### config.mk
export PLATFORM = sky130hd
export DESIGN_NAME = voxel_ram_arbiter
export DESIGN_NICKNAME = d
export VERILOG_FILES = /design/src/rtl/voxel_ram_arbiter.sv
export SDC_FILE = /design/constraint.sdc
export NUM_CORES = 1
export LEC_CHECK = 0
export BUFFER_PORTS_ARGS = -buffer_cell sky130_fd_sc_hd__buf_2
export CORE_MARGIN = 10
export CORE_UTILIZATION = 42
export DETAILED_ROUTE_END_ITERATION = 12
export PLACE_DENSITY_LB_ADDON = 0.08
export SLEW_MARGIN = 40
export SYNTH_ARGS = -nofsm -noshare
export SYNTH_HDL_FRONTEND = slang
export SYNTH_SLANG_ARGS = --single-unit
### constraint.sdc
create_clock -name clk_in -period 1.75 [get_ports clk_in]
set_input_delay 0.2625 -clock clk_in [delete_from_list [all_inputs] [get_ports clk_in]]
set_output_delay 0.2625 -clock clk_in [all_outputs]
set_load 0.03 [all_outputs]
### src/rtl/voxel_ram_arbiter.sv
// voxel_ram_arbiter
//
// Lets NUM_REQ voxel traversal units (VTUs) share one fixed-latency voxel block RAM.
// Each VTU holds a read request high (address plus read enable) until it gets its reply.
// One read is issued to the RAM per cycle, and requesters take turns in round-robin order.
// A tag pipeline records which requester each read belongs to, so the response is routed
// back to that requester as a one-cycle valid pulse.
//
// Ports
//   clk_in           clock
//   rst_in           asynchronous, active-high reset
//   req_addr         per-requester voxel address (held stable while requesting)
//   req_read_enable  per-requester request level
//   req_out          shared response block bus
//   req_valid        one-hot; req_out belongs to the set bit
//   mem_addr         registered RAM address
//   mem_read_enable  registered RAM read strobe
//   mem_out          RAM read data, valid RAM_LATENCY cycles after mem_read_enable

module voxel_ram_arbiter #(
  parameter int unsigned          NUM_REQ     = 4,
  parameter int unsigned          RAM_LATENCY = 2,
  parameter int unsigned          AddrWidth   = 15,
  parameter int unsigned          BlockWidth  = 8,
  parameter logic [BlockWidth-1:0] BlockAir   = '0
) (
  input  logic                               clk_in,
  input  logic                               rst_in,
  input  logic [NUM_REQ-1:0][AddrWidth-1:0]  req_addr,
  input  logic [NUM_REQ-1:0]                 req_read_enable,
  output logic [BlockWidth-1:0]              req_out,
  output logic [NUM_REQ-1:0]                 req_valid,
  output logic [AddrWidth-1:0]               mem_addr,
  output logic                               mem_read_enable,
  input  logic [BlockWidth-1:0]              mem_out
);

  localparam int unsigned IdxW = (NUM_REQ > 1) ? $clog2(NUM_REQ) : 1;
  localparam int unsigned Tail = RAM_LATENCY - 1;

  // Arbitration state
  logic [NUM_REQ-1:0]   pending_q, pending_d;
  logic [IdxW-1:0]      rr_ptr_q, rr_ptr_d;

  // RAM issue registers; mem_idx_q travels with mem_addr_q into the tag pipe
  logic [AddrWidth-1:0] mem_addr_q, mem_addr_d;
  logic                 mem_re_q, mem_re_d;
  logic [IdxW-1:0]      mem_idx_q, mem_idx_d;

  // Tag pipe: stage 0 follows the issue registers, so the tail lines up with mem_out
  logic [RAM_LATENCY-1:0]           tag_vld_q, tag_vld_d;
  logic [RAM_LATENCY-1:0][IdxW-1:0] tag_idx_q, tag_idx_d;

  // Response registers. resp_vld_q marks a delivered slot even when the pulse was squashed.
  logic [BlockWidth-1:0] req_out_q, req_out_d;
  logic [NUM_REQ-1:0]    req_valid_q, req_valid_d;
  logic                  resp_vld_q, resp_vld_d;
  logic [IdxW-1:0]       resp_idx_q, resp_idx_d;

  // Grant search
  logic [NUM_REQ-1:0] elig;
  logic               grant_vld;
  logic [IdxW-1:0]    grant_idx;
  logic [IdxW:0]      cand_wide;
  logic [IdxW-1:0]    cand;
  logic [NUM_REQ-1:0] tail_onehot;

  always_comb begin
    elig      = req_read_enable & ~pending_q;
    grant_vld = 1'b0;
    grant_idx = '0;
    cand_wide = '0;
    cand      = '0;
    for (int unsigned off = 0; off < NUM_REQ; off++) begin
      cand_wide = {1'b0, rr_ptr_q} + (IdxW+1)'(off);
      if (cand_wide >= (IdxW+1)'(NUM_REQ)) begin
        cand_wide = cand_wide - (IdxW+1)'(NUM_REQ);
      end
      cand = cand_wide[IdxW-1:0];
      if (!grant_vld && elig[cand]) begin
        grant_vld = 1'b1;
        grant_idx = cand;
      end
    end
  end

  // Issue and pointer update
  always_comb begin
    mem_addr_d = mem_addr_q;
    mem_idx_d  = mem_idx_q;
    mem_re_d   = grant_vld;
    rr_ptr_d   = rr_ptr_q;
    if (grant_vld) begin
      mem_addr_d = req_addr[grant_idx];
      mem_idx_d  = grant_idx;
      rr_ptr_d   = (grant_idx == IdxW'(NUM_REQ - 1)) ? '0 : grant_idx + IdxW'(1);
    end
  end

  // Tag pipe shift
  always_comb begin
    tag_vld_d    = tag_vld_q;
    tag_idx_d    = tag_idx_q;
    tag_vld_d[0] = mem_re_q;
    tag_idx_d[0] = mem_idx_q;
    for (int unsigned s = 1; s < RAM_LATENCY; s++) begin
      tag_vld_d[s] = tag_vld_q[s-1];
      tag_idx_d[s] = tag_idx_q[s-1];
    end
  end

  // Response capture. The pulse is masked by the live request level, so a requester that
  // dropped its request still consumes the slot but sees no pulse.
  always_comb begin
    tail_onehot                 = '0;
    tail_onehot[tag_idx_q[Tail]] = 1'b1;
    req_out_d                   = req_out_q;
    req_valid_d                 = '0;
    resp_vld_d                  = tag_vld_q[Tail];
    resp_idx_d                  = tag_idx_q[Tail];
    if (tag_vld_q[Tail]) begin
      req_out_d   = mem_out;
      req_valid_d = tail_onehot & req_read_enable;
    end
  end

  // Pending clears on the edge after the delivery cycle, so the requester's next address
  // is the one sampled on its following grant.
  always_comb begin
    pending_d = pending_q;
    if (resp_vld_q) begin
      pending_d[resp_idx_q] = 1'b0;
    end
    if (grant_vld) begin
      pending_d[grant_idx] = 1'b1;
    end
  end

  always_ff @(posedge clk_in or posedge rst_in) begin
    if (rst_in) begin
      pending_q   <= '0;
      rr_ptr_q    <= '0;
      mem_addr_q  <= '0;
      mem_re_q    <= 1'b0;
      mem_idx_q   <= '0;
      tag_vld_q   <= '0;
      tag_idx_q   <= '0;
      req_out_q   <= BlockAir;
      req_valid_q <= '0;
      resp_vld_q  <= 1'b0;
      resp_idx_q  <= '0;
    end else begin
      pending_q   <= pending_d;
      rr_ptr_q    <= rr_ptr_d;
      mem_addr_q  <= mem_addr_d;
      mem_re_q    <= mem_re_d;
      mem_idx_q   <= mem_idx_d;
      tag_vld_q   <= tag_vld_d;
      tag_idx_q   <= tag_idx_d;
      req_out_q   <= req_out_d;
      req_valid_q <= req_valid_d;
      resp_vld_q  <= resp_vld_d;
      resp_idx_q  <= resp_idx_d;
    end
  end

  assign mem_addr        = mem_addr_q;
  assign mem_read_enable = mem_re_q;
  assign req_out         = req_out_q;
  assign req_valid       = req_valid_q;

endmodule
==> flow_summary.ini <==
[worst_setup_path]
path_class = flip-flop to flip-flop
crit_family = compound AO/OA/AOI/OAI gates
arrival_ns = 1.88
path_cells = nand2b_4 > o21bai_1 > o211ai_1 > buf_4 > buf_6 > buf_4 > ha_4 > a22o_1
r2r_slack_ns = 0.06
slowest_delay_ns = 0.43
endpoint_kind = flip-flop
cp_slowest_cell = dfrtp_1
startpoint_type = flip-flop
critPathMaxFanout = 3
cpMostUsedCell = buf_4
required_ns = 1.94
crit_buf_inv = 3

[hold_path]
hp-class = primary input to async pin

[routing]
drc = 0
first_pass_iters = 4
postRouteAntennaNets = 0
wl_per_cell_microns = 15.3
via_count = 1738
routed_via_density = 4.84
drt_iter0_markers = 90
wirelength_mm = 5.51

[floorplan]
die-area_sq_mm = 0.00840
rows = 26
io_pins = 102
dieHeight_microns = 91.7
core_region_area_sq_mm = 0.00504
initial_core_util_pct = 42.8
die_w_microns = 91.7

[placed_design]
io_buffers = 101
place_congestion = 0.774
dpl-instance-area_sq_mm = 0.00277
place_hpwl_mm = 4.03
dpl.cell_count = 347

[job]
drv_cap = 0

[global_routing]
grt_pass1_vias = 1974
grt_max_degree = 46
grt_pass1_wl_mm = 9.11
gr-usage-all-layers_pct = 13.1
antenna_found_initial = 0
overflow = 0

[synthesis]
synthArstFlopShare_pct = 100
synthFlopType = dfrtp_1
syn_area_sq_mm = 0.00216
ys_seq_elements = 45
yosysSeqAreaShare_pct = 52.2
synth_edf_count = 0
syn_inst = 179
syn_nets = 254
syn_avg_cell_area_sq_um = 12.1
ys_warn_count = 0
synth_cell_types = 37

[clock_tree]
cts_tree = done
cts_buffers = 5
cts-hold-fix-buffers = 0
clk_pin_slew_ns = 0.08
root_buffer = clkbuf_8
clockBufferDepth = 2
htree_levels = 2
cts_sinks = 45
clk_latency_ns = 0.30

[timing]
setup_viol = 0
final-hold-violation-count = 0
max_freq_ghz = 0.593
rsz0062_at_grt = true
min_period_ns = 1.69
slew_headroom_pct = 63.1
drv_slew = 0
max_slew.worst_pin.slew_ns = 0.554
fin_setup_tns_ns = 0
skew_ns = 0.00947
period_share_pct = 96.4
hold_ws_ns = 0.0833

[layout]
fillCellCount = 443
diodes = 0
drive_above_1_share_pct = 49.8
final_nets = 363
instances_no_fill = 359
areaGrowthSynthToFinish_pct = 37.9
finish.instance_area_sq_mm = 0.00298

[power]
power_leakage_nw = 1.56
power.density_mw_per_mm2 = 1930
vdd_ir_drop_max_mv = 1.05

[run_status]
status = finished clean
-- power by group --
| part | internal, mW | total [mW] | switching, mW | leakage [nW] |
|---|---|---|---|---|
| logic | 1.31 | 3.04 | 1.72 | 0.975 |
| clock network | 0.464 | 0.818 | 0.354 | 0.0574 |
| registers | 1.55 | 1.90 | 0.345 | 0.527 |
-- worst register-to-register path, stage by stage (launching register included) --
cell and delay (ns):
dfrtp_1 0.43, nand2b_4 0.17, o21bai_1 0.14, o211ai_1 0.10, buf_4 0.16, buf_6 0.11
buf_4 0.13, ha_4 0.15, a22o_1 0.19
-- cell usage after synthesis, drive strengths merged, types with 2 or more instances --
library cell	count	share of area (%)
nand3	2	0.46
dfrtp	45	52
clkbuf	3	0.52
mux2i	31	14
a22oi	15	5.2
nand2	6	1.0
nand2b	2	0.58
o21ai	3	0.70
and4b	2	0.93
a21oi	17	3.9
mux2	8	4.2
and2	15	4.4
buf	8	2.6
inv	3	0.52
nor2b	3	1.6
-- stage by stage --
step                total power, mW  utilization (%)  setup WS, ns
finish                         5.75             59.0        0.0636
global route                   6.18             59.0       -0.0232
CTS                            5.75             58.3      -0.00598
detailed placement             4.78             54.9       -0.0603
global placement               4.76             54.9     -0.000199
floorplan                      3.97                -        0.0523
-- layer usage --
metal	GRT usage [%]	part of all wire (%)	vias to the layer above
li1	-	-	865
met1	14.6	43	798
met2	21.0	45	68
met3	6.93	11	7
met4	4.57	1.3	0
met5	0	0	-
-- final timing paths --
| check | startpoint | end | depth (start not counted) |
|---|---|---|---|
| max | pending_q[3]$_DFF_PP0_ | pending_q[2]$_DFF_PP0_ | 8 |
| min | rst_in | mem_addr[5]$_DFFE_PP0N_ | 3 |
| max reg2reg | pending_q[3]$_DFF_PP0_ | pending_q[2]$_DFF_PP0_ | 8 |
| min reg2reg | tag_idx_d[2]$_DFF_PP0_ | resp_idx_d[0]$_DFF_PP0_ | 0 |
| max in group asynchronous | rst_in | rr_ptr_q[1]$_DFFE_PP0N_ | 3 |
| min in group clk_in | mem_out[2] | req_out[2]$_DFFE_PP0P_ | 2 |
-- layout make-up --
type                            count  area, sq um  area share [%]
Clock buffer                        6         82.6            2.78
Clock inverter                      2         37.5            1.26
Inverter                            3         13.8           0.463
Multi-Input combinational cell    120          993            33.4
Sequential cell                    45         1130            37.9
Tap cell                           70         87.6            2.94
Timing Repair Buffer              113          633            21.3
-- registers in the layout, indices dropped and copies added, names as in the netlist --
name / cells
mem_idx_q: 2
resp_idx_q: 2
req_out: 8
resp_vld_q: 1
req_valid: 4
resp_idx_d: 2
mem_read_enable: 1
rr_ptr_q: 2
tag_idx_d: 2
pending_q: 4
mem_addr: 15
tag_vld_q: 2
-- cell families after synthesis --
group	after synthesis	share of synthesized area (%)
AOI/OAI and AO/OA	42	12.5
adders and majority gates	1	0.580
buffers and inverters	14	3.65
DFF	45	52.2
muxes	39	18.6
and+or+nand+nor	38	12.5
-- cell usage in the layout (no fill, tap or decap), types with 2 or more instances in the layout --
cell and instances:
buf_6 2, mux2i_1 30, buf_4 8, and4b_1 2, nor2b_4 3, a22oi_1 15, nand2_1 6, nand3_1 2
dfrtp_1 44, a21oi_1 16, clkbuf_8 6, and2_0 12, mux2_2 8, o21ai_0 3, and2_1 3, buf_2 101
-- timing repair --
item | 4_1_cts | 5_1_grt
resized for setup | 3 | 12
cloned | 1 | 0
setup buffers | 3 | 1
pin swaps | 1 | 3
setup endpoints to repair | 14 | 18
Power figures use the tool's default switching activity.
